### src/rtl/imem_loader.sv
// Byte-stream program loader: takes a 16-bit little-endian word-count header,
// then packs each group of four stream bytes little-endian into a word and
// writes it to the IMEM at consecutive word addresses from BASE_ADDR.
// cpu_hold keeps the core in reset for the duration of a load.
module imem_loader #(
  parameter int unsigned         PC_WIDTH   = 32,
  parameter int unsigned         INST_WIDTH = 32,
  parameter logic [PC_WIDTH-1:0] BASE_ADDR  = '0,
  parameter int unsigned         MAX_WORDS  = 256
) (
  input  logic                  clk,
  input  logic                  reset,
  input  logic                  start,
  input  logic                  rx_valid,
  input  logic [7:0]            rx_data,
  output logic                  rx_ready,
  output logic                  wr_en,
  output logic [PC_WIDTH-1:0]   wr_addr,
  output logic [INST_WIDTH-1:0] wr_data,
  output logic                  busy,
  output logic                  done,
  output logic                  err,
  output logic [15:0]           words_written,
  output logic                  cpu_hold
);

  typedef enum logic [2:0] {
    S_IDLE, S_HDR0, S_HDR1, S_DATA, S_WRITE, S_DONE, S_ERROR
  } state_t;

  state_t                  state_q, state_d;
  logic [15:0]             count_q, count_d;
  logic [1:0]              byte_idx_q, byte_idx_d;
  logic [INST_WIDTH-1:0]   word_q, word_d;
  logic                    wr_en_q, wr_en_d;
  logic [PC_WIDTH-1:0]     wr_addr_q, wr_addr_d;
  logic [INST_WIDTH-1:0]   wr_data_q, wr_data_d;
  logic                    busy_q, busy_d;
  logic                    done_q, done_d;
  logic                    err_q, err_d;
  logic                    rx_ready_q, rx_ready_d;
  logic [15:0]             words_written_q, words_written_d;
  logic [15:0]             hdr_count;
  logic                    accept;

  assign accept = rx_valid && rx_ready_q;

  // State register and registered outputs; reset discards any partial load.
  always_ff @(posedge clk or posedge reset) begin
    if (reset) begin
      state_q         <= S_IDLE;
      count_q         <= '0;
      byte_idx_q      <= '0;
      word_q          <= '0;
      wr_en_q         <= 1'b0;
      wr_addr_q       <= '0;
      wr_data_q       <= '0;
      busy_q          <= 1'b0;
      done_q          <= 1'b0;
      err_q           <= 1'b0;
      rx_ready_q      <= 1'b0;
      words_written_q <= '0;
    end else begin
      state_q         <= state_d;
      count_q         <= count_d;
      byte_idx_q      <= byte_idx_d;
      word_q          <= word_d;
      wr_en_q         <= wr_en_d;
      wr_addr_q       <= wr_addr_d;
      wr_data_q       <= wr_data_d;
      busy_q          <= busy_d;
      done_q          <= done_d;
      err_q           <= err_d;
      rx_ready_q      <= rx_ready_d;
      words_written_q <= words_written_d;
    end
  end

  // Next-state and next-output logic. Outputs are registered, so the
  // write strobe, address and data are prepared on the edge that accepts
  // the 4th byte and rx_ready/busy are derived from the next state.
  always_comb begin
    state_d         = state_q;
    count_d         = count_q;
    byte_idx_d      = byte_idx_q;
    word_d          = word_q;
    wr_en_d         = 1'b0;
    wr_addr_d       = wr_addr_q;
    wr_data_d       = wr_data_q;
    done_d          = done_q;
    err_d           = err_q;
    words_written_d = words_written_q;
    hdr_count       = {rx_data, count_q[7:0]};

    case (state_q)
      S_IDLE, S_DONE, S_ERROR: begin
        if (start) begin
          state_d         = S_HDR0;
          done_d          = 1'b0;
          err_d           = 1'b0;
          words_written_d = '0;
        end
      end
      S_HDR0: begin
        if (accept) begin
          count_d[7:0] = rx_data;
          state_d      = S_HDR1;
        end
      end
      S_HDR1: begin
        if (accept) begin
          count_d = hdr_count;
          if (hdr_count == 16'd0) begin
            state_d = S_DONE;
            done_d  = 1'b1;
          end else if ({1'b0, hdr_count} > 17'(MAX_WORDS)) begin
            state_d = S_ERROR;
            err_d   = 1'b1;
          end else begin
            state_d    = S_DATA;
            byte_idx_d = '0;
          end
        end
      end
      S_DATA: begin
        if (accept) begin
          word_d[{byte_idx_q, 3'b000} +: 8] = rx_data;
          byte_idx_d = byte_idx_q + 2'd1;
          if (byte_idx_q == 2'd3) begin
            state_d   = S_WRITE;
            wr_en_d   = 1'b1;
            wr_data_d = word_d;
            wr_addr_d = BASE_ADDR + PC_WIDTH'({words_written_q, 2'b00});
          end
        end
      end
      S_WRITE: begin
        words_written_d = words_written_q + 16'd1;
        if (({1'b0, words_written_q} + 17'd1) < {1'b0, count_q}) begin
          state_d = S_DATA;
        end else begin
          state_d = S_DONE;
          done_d  = 1'b1;
        end
      end
      default: state_d = S_IDLE;
    endcase

    busy_d     = (state_d == S_HDR0) || (state_d == S_HDR1) ||
                 (state_d == S_DATA) || (state_d == S_WRITE);
    rx_ready_d = (state_d == S_HDR0) || (state_d == S_HDR1) ||
                 (state_d == S_DATA);
  end

  assign rx_ready      = rx_ready_q;
  assign wr_en         = wr_en_q;
  assign wr_addr       = wr_addr_q;
  assign wr_data       = wr_data_q;
  assign busy          = busy_q;
  assign done          = done_q;
  assign err           = err_q;
  assign words_written = words_written_q;
  assign cpu_hold      = busy_q;

endmodule

### config.mk
export PLATFORM = sky130hd
export DESIGN_NAME = imem_loader
export DESIGN_NICKNAME = d
export VERILOG_FILES = /design/src/rtl/imem_loader.sv
export SDC_FILE = /design/constraint.sdc
export NUM_CORES = 1
export LEC_CHECK = 0
export CORE_ASPECT_RATIO = 0.6
export CORE_MARGIN = 2
export CORE_UTILIZATION = 50
export DETAILED_ROUTE_END_ITERATION = 6
export MAX_ROUTING_LAYER = met4
export PLACE_DENSITY = 0.81
export REMOVE_ABC_BUFFERS = 1
export SLEW_MARGIN = 5
export SYNTH_ARGS = -nofsm -noshare
export SYNTH_HDL_FRONTEND = slang
export SYNTH_SLANG_ARGS = --single-unit
### constraint.sdc
create_clock -name clk -period 8.7 [get_ports clk]
set_clock_uncertainty 0.05 [all_clocks]
set_input_delay 2.61 -clock clk [delete_from_list [all_inputs] [get_ports clk]]
set_output_delay 2.61 -clock clk [all_outputs]
set_load 0.03 [all_outputs]
# == Word-level counts from Yosys, hierarchy flattened ==
# Cells that the tools add are included.
# W data, S select, Z words.
# totals
regBits,122
inputBits,12
out_inout_bits,86
elab_cells,91
# classes
addsub,4
order_cmp,2
n_eq_ne,19
shifts,2
mux,31
n_bitwise,1
reduce_logical,19
# op_table
op,count
$bwmux W32,1
$pmux W16 S2,1
$shift A8 B7 Y32 const A,1
$shiftx A8 B7 Y32,1
$mux W3,8
$add A16 B1 Y17 const B,1
$lt A17 B16 Y1,1
$add A16 B1 Y16 const B,1
$gt A16 B9 Y1 const B,1
$logic_not A16 Y1,1
$mux W16,1
$ne A2 B2 Y1 const B,8
$pmux W8 S2,1
$pmux W3 S5,1
$reduce_and A5 Y1,3
$eq A3 B2 Y1 const B,4
$eq A3 B3 Y1 const B,4
$mux W1,10
$mux W2,4
$mux W8,1
$neg A5 Y7,1
$eq A3 B1 Y1 const B,2
$reduce_and A2 Y1,3
$reduce_and A3 Y1,2
other kinds (12),16

# == Depth between registers and ports, before layout ==
# logic_depth
word_depth,9
mapped_depth,14
ltp_nobuf,12

# == Worst setup path after synthesis ==
# OpenSTA, ideal clock, no wires.
# synth_timing
path_kind,input port to flip-flop
startpoint,input rx_data[3]
endpoint,register busy_q (netlist: busy)
setup_ns,0.138
arrival_ns,3.535
required_ns,8.512
path_slack_ns,4.978
path_stages,6
path_buffers,0
path_cell_list,nor4_1 nand2_1 o31ai_1 nand3_1 nor2_1 o21ai_1
# synth_between
elab_chain_cells,9
word_cells_on_any_way,13
classes_between,1 x order compare; 4 x eq/ne; 4 x mux; 4 x reduce/logical
# synth_lines
item,line,source
start: declaration,15,"input logic [7:0] rx_data,"
$gt A16 B9 Y1,116,"end else if ({1'b0, hdr_count} > 17'(MAX_WORDS)) begin"
$mux W3,116,
$mux W3 (*),113,if (hdr_count == 16'd0) begin
$mux W3 (*),111,if (accept) begin
$pmux W3 S5 (*),95,case (state_q)
$eq A3 B1 Y1 / $eq A3 B2 Y1 (equally long branches),149,busy_d = (state_d == S_HDR0) || (state_d == S_HDR1) ||
$logic_or A1 B1 Y1 (2 in a row),149,
$logic_or A1 B1 Y1 (*),150,(state_d == S_DATA) || (state_d == S_WRITE);
via busy_d,38,"logic busy_q, busy_d;"
end signal: assignment,71,busy_q <= busy_d;
end: declaration,38,
# Mark *: on every way through the listed nets, which the timed path passes. The rest lies on a longest branch.
# A chain may end at the register's enable or synchronous reset.

# == Worst setup path in the final report ==
# layout_timing
startpoint,input rx_valid
endpoint,register busy_q (netlist: busy)
# layout_between
elab_chain_cells,7
word_cells_on_any_way,12
classes_between,4 x eq/ne; 4 x mux; 4 x reduce/logical
# layout_lines
item,line,source
start: declaration,14,"input logic rx_valid,"
$logic_and A1 B1 Y1 (*),46,assign accept = rx_valid && rx_ready_q;
$mux W3 (on tied branches),"126, 105, 111",
$pmux W3 S5 (*),95,
via state_d[2],31,"state_t state_q, state_d;"
$eq A3 B1 Y1 / $eq A3 B2 Y1 (equally long branches),149,
$logic_or A1 B1 Y1 (2 in a row),149,
$logic_or A1 B1 Y1 (*),150,
via busy_d,38,
# Marked as above.

==> impl_metrics.prom <==
# TYPE chip_impl_metric gauge
chip_impl_info{name="status",value="complete, no violations"} 1
chip_impl_metric{name="design.core.area",unit="sq mm"} 0.0119
chip_impl_metric{name="final-max-slew-violation-count",unit=""} 0
chip_impl_info{name="worstSetupStartpointType",value="primary input"} 1
chip_impl_metric{name="final_core_utilization",unit="%"} 63.0
chip_impl_info{name="crit_path_start",value="rx_valid"} 1
chip_impl_metric{name="io_pins",unit=""} 98
chip_impl_metric{name="post_drt_via_cell_ratio",unit=""} 5.59
chip_impl_metric{name="final_estimated_routing_congestion_in_global_placement",unit=""} 0.953
chip_impl_metric{name="cts.repair_timing.setup_buffer_count",unit=""} 0
chip_impl_metric{name="seq_power_share",unit="%"} 35.7
chip_impl_metric{name="floorplan.initialDensity",unit="%"} 50.7
chip_impl_metric{name="clock_sink_count",unit=""} 122
chip_impl_info{name="most_frequent_standard_cell_in_the_layout_excluding_fill_and_tap_cells",value="sky130_fd_sc_hd__dfrtp_1"} 1
chip_impl_metric{name="worstMarginPinSlew",unit="ps"} 1090
chip_impl_metric{name="synth.avg_cell_area",unit="sq um"} 9.82
chip_impl_metric{name="syn_to_final_growth",unit="%"} 24.2
chip_impl_metric{name="grt_pass1_wl",unit="um"} 23600
chip_impl_metric{name="worst-path-stages",unit=""} 9
chip_impl_metric{name="detailedRoute.firstIterationViolations",unit=""} 411
chip_impl_info{name="worst_hold_path_type",value="reg -> reg"} 1
chip_impl_info{name="final_cell_mix",value="122 x sky130_fd_sc_hd__dfrtp_1, 97 x sky130_fd_sc_hd__nand2_1, 81 x sky130_fd_sc_hd__clkdlybuf4s50_1"} 1
chip_impl_metric{name="highest_net_fanout_along_the_worst_path",unit=""} 71
chip_impl_metric{name="layout_worst_path_cycle_share",unit="%"} 52.9
chip_impl_metric{name="nNetsFinal",unit=""} 717
chip_impl_info{name="hold_path_startpoint",value="word_q[1]"} 1
chip_impl_metric{name="power.switching",unit="mW"} 0.798
chip_impl_info{name="tritoncts",value="built"} 1
chip_impl_metric{name="cts_hold_buffers",unit=""} 0
chip_impl_metric{name="groute.usage.overall",unit="%"} 24.1
chip_impl_metric{name="arrival",unit="ps"} 4890
chip_impl_metric{name="syn_inst",unit=""} 615
chip_impl_metric{name="grt_antenna_before_repair",unit=""} 0
chip_impl_metric{name="routed_wl",unit="um"} 14700
chip_impl_metric{name="post_cts_resize_count",unit=""} 0
chip_impl_info{name="postSynth.topFlopCell",value="sky130_fd_sc_hd__dfrtp_1"} 1
chip_impl_info{name="worst-setup-path-type",value="in -> reg"} 1
chip_impl_metric{name="hold_fails_final_rpt",unit=""} 0
chip_impl_metric{name="detailroute.via_count",unit=""} 4811
chip_impl_metric{name="tritoncts.num_buffers",unit=""} 17
chip_impl_metric{name="max_stage_delay",unit="ps"} 540
chip_impl_metric{name="port_buffers",unit=""} 81
chip_impl_metric{name="antennaDiodeCount",unit=""} 0
chip_impl_metric{name="power.density_cell_area",unit="mW/mm^2"} 305
chip_impl_info{name="critPathTopFamily",value="buffers and inverters"} 1
chip_impl_metric{name="avgRoutedWirePerCell",unit="um"} 17.1
chip_impl_metric{name="drive_above_1_share",unit="%"} 9.05
chip_impl_metric{name="grt_pass1_vias",unit=""} 4494
chip_impl_metric{name="combinationalPowerShare",unit="%"} 32.0
chip_impl_metric{name="synth_cell_types",unit=""} 47
chip_impl_info{name="crit_path_end_kind",value="flip-flop"} 1
chip_impl_info{name="grt_setup_unrepaired",value="no"} 1
chip_impl_metric{name="required_time_worst_endpoint",unit="ps"} 8980
chip_impl_metric{name="die_h",unit="um"} 89.1
chip_impl_metric{name="detailedPlacementHpwl",unit="um"} 9900
chip_impl_metric{name="placement_rows",unit=""} 31
chip_impl_metric{name="post-route-drc-count",unit=""} 0
chip_impl_metric{name="floorplan.die_area",unit="sq mm"} 0.0130
chip_impl_metric{name="timing.max_slew.rel_slack",unit="%"} 27.3
chip_impl_metric{name="cts.htree.levels",unit=""} 4
chip_impl_metric{name="synth_sequential_area_ratio",unit="%"} 50.6
chip_impl_metric{name="timing.critical_path.buf_inv",unit=""} 3
chip_impl_metric{name="synth-async-reset-ratio",unit="%"} 100
chip_impl_metric{name="drv_cap",unit=""} 0
chip_impl_metric{name="antenna_violating_nets_post_route",unit=""} 0
chip_impl_metric{name="postSynthRegisterBits",unit=""} 122
chip_impl_metric{name="cellLeakagePower",unit="nW"} 3.39
chip_impl_info{name="crit_path_cell_trace",value="clkdlybuf4s50_1 -> nand4b_4 -> nor2_4 -> nand2_2 -> buf_4 -> inv_1 -> a31oi_1 -> o221ai_2 -> o21ai_1"} 1
chip_impl_metric{name="irDropWorstVdd",unit="V"} 0.000185
chip_impl_info{name="capture_instance_of_the_worst_register_to_register_path",value="busy"} 1
chip_impl_metric{name="setup.reg_to_reg.worst_slack",unit="ps"} 5080
chip_impl_metric{name="syn_area",unit="sq mm"} 0.00604
chip_impl_metric{name="global_route.overflow_total",unit=""} 0
chip_impl_metric{name="clock_latency_late_sink",unit="ps"} 410
chip_impl_metric{name="length_in_cells_of_the_worst_reg_to_reg_path",unit=""} 11
chip_impl_info{name="critical-path-slowest-cell",value="sky130_fd_sc_hd__buf_4"} 1
chip_impl_metric{name="clock_path_buffers",unit=""} 2
chip_impl_metric{name="cellInternalPower",unit="mW"} 1.49
chip_impl_metric{name="maxClockFrequency",unit="GHz"} 0.217
chip_impl_info{name="worstReg2RegStart",value="words_written[2]"} 1
chip_impl_metric{name="swShare",unit="%"} 34.9
chip_impl_metric{name="synth_enable_flop_cells",unit=""} 0
chip_impl_info{name="critPathCapture",value="busy"} 1
chip_impl_metric{name="clkSlewWorstSetupHoldPaths",unit="ps"} 50
chip_impl_metric{name="grt_start_max_net_pins",unit=""} 89
chip_impl_metric{name="timing.final.setup_violations",unit=""} 0
chip_impl_metric{name="post-route-min-period",unit="ps"} 4610
chip_impl_metric{name="drt-pass1-iter-count",unit=""} 5
chip_impl_metric{name="total_number_of_yosys_warnings",unit=""} 0
chip_impl_metric{name="power.share.clock",unit="%"} 32.3
chip_impl_info{name="clk_root_buffer_cell",value="sky130_fd_sc_hd__clkbuf_16"} 1
chip_impl_metric{name="chip_width",unit="um"} 146
chip_impl_metric{name="fin_hold_ws",unit="ps"} 425
chip_impl_metric{name="totalNegativeSetupSlack",unit="ps"} 0
[cell type report]
type | count | area, sq um
fill | 968 | 4410
sequential | 122 | 3050
multi-input combinational | 432 | 2670
timing repair buffer | 85 | 841
clock buffer | 26 | 519
tap | 165 | 206
clock inverter | 6 | 108
inverter | 25 | 96.3
[logic make-up after synthesis]
kind of cell    count (synthesis)  share of synthesized area, %
mux                            18                          3.36
flops                         122                          50.6
compound gates                162                          16.2
simple gates                  197                          16.6
fa+ha+maj                      22                          4.56
buf+inv                        76                          6.13
xor+xnor                       17                          2.47
other cells                     1                        0.0621
[worst min-delay path by stage]
stage	end	slack (ps)	depth (start not counted)
detailed placement	word_q[1]	410	2
CTS	word_q[1]	430	2
global placement	word_q[7]	400	2
global route	word_q[5]	450	2
finish	word_q[1]	420	2
floorplan	word_q[0]	390	2
[tightest hold or removal path, delay by kind of cell, from the launching register on]
kind,cells,cell delay [ps]
compound gates,1,60
flops,1,330
simple gates,1,40
[metrics by stage]
step                instance area (sq um)  setup WS [ps]  total power [mW]  cells
global route                         7500           3860              2.41    861
CTS                                  7500           4080              2.29    861
global placement                     6870           3830              1.50    829
finish                               7500           4090              2.29    861
detailed placement                   6870           3690              1.54    829
floorplan                            5820           2800              1.28    579
[synthesized netlist by cell type, types with 3 or more instances]
cell,count,area (sq um)
sky130_fd_sc_hd__dfrtp_1,122,3050
sky130_fd_sc_hd__nand3_1,15,75.1
sky130_fd_sc_hd__nor2_1,15,56.3
sky130_fd_sc_hd__a21oi_1,32,160
sky130_fd_sc_hd__and3_1,6,37.5
sky130_fd_sc_hd__a21o_1,3,22.5
sky130_fd_sc_hd__clkbuf_1,23,86.3
sky130_fd_sc_hd__nor2b_1,33,206
sky130_fd_sc_hd__inv_1,25,93.8
sky130_fd_sc_hd__nor4_1,3,18.8
sky130_fd_sc_hd__nand2b_1,4,25.0
sky130_fd_sc_hd__and2_1,4,25.0
sky130_fd_sc_hd__mux2_2,18,203
sky130_fd_sc_hd__xor2_1,7,61.3
sky130_fd_sc_hd__buf_4,20,150
sky130_fd_sc_hd__a22o_1,27,236
sky130_fd_sc_hd__buf_2,8,40.0
sky130_fd_sc_hd__nand4_1,6,37.5
sky130_fd_sc_hd__a31oi_1,11,68.8
sky130_fd_sc_hd__nand2_1,98,368
sky130_fd_sc_hd__o21ai_0,75,375
sky130_fd_sc_hd__ha_1,22,275
sky130_fd_sc_hd__xnor2_1,10,87.6
[registers in the layout, summed over array words and instances (netlist names), 2 cells and up]
name and flops:
word_q 32, wr_data 32, count_q 16, words_written 16, wr_addr 16, state_q 3
byte_idx_q 2
[layer usage]
layer / wire length, um / global-route usage, % / up-vias
met5: 0 / - / -
met1: 6970 / 33.6 / 2363
li1: - / - / 2225
met2: 6410 / 34.5 / 197
met4: 201 / 8.38 / 0
met3: 1140 / 6.07 / 26
[power groups by stage]
stage	clock network, mW	registers, mW	logic (mW)
2_1_floorplan	0	0.891	0.393
3_3_place_gp	0	0.813	0.690
3_5_place_dp	0	0.820	0.717
4_1_cts	0.744	0.815	0.730
5_1_grt	0.777	0.836	0.797
6_report	0.738	0.818	0.732
Note: power is estimated with default switching activity, not from simulation.
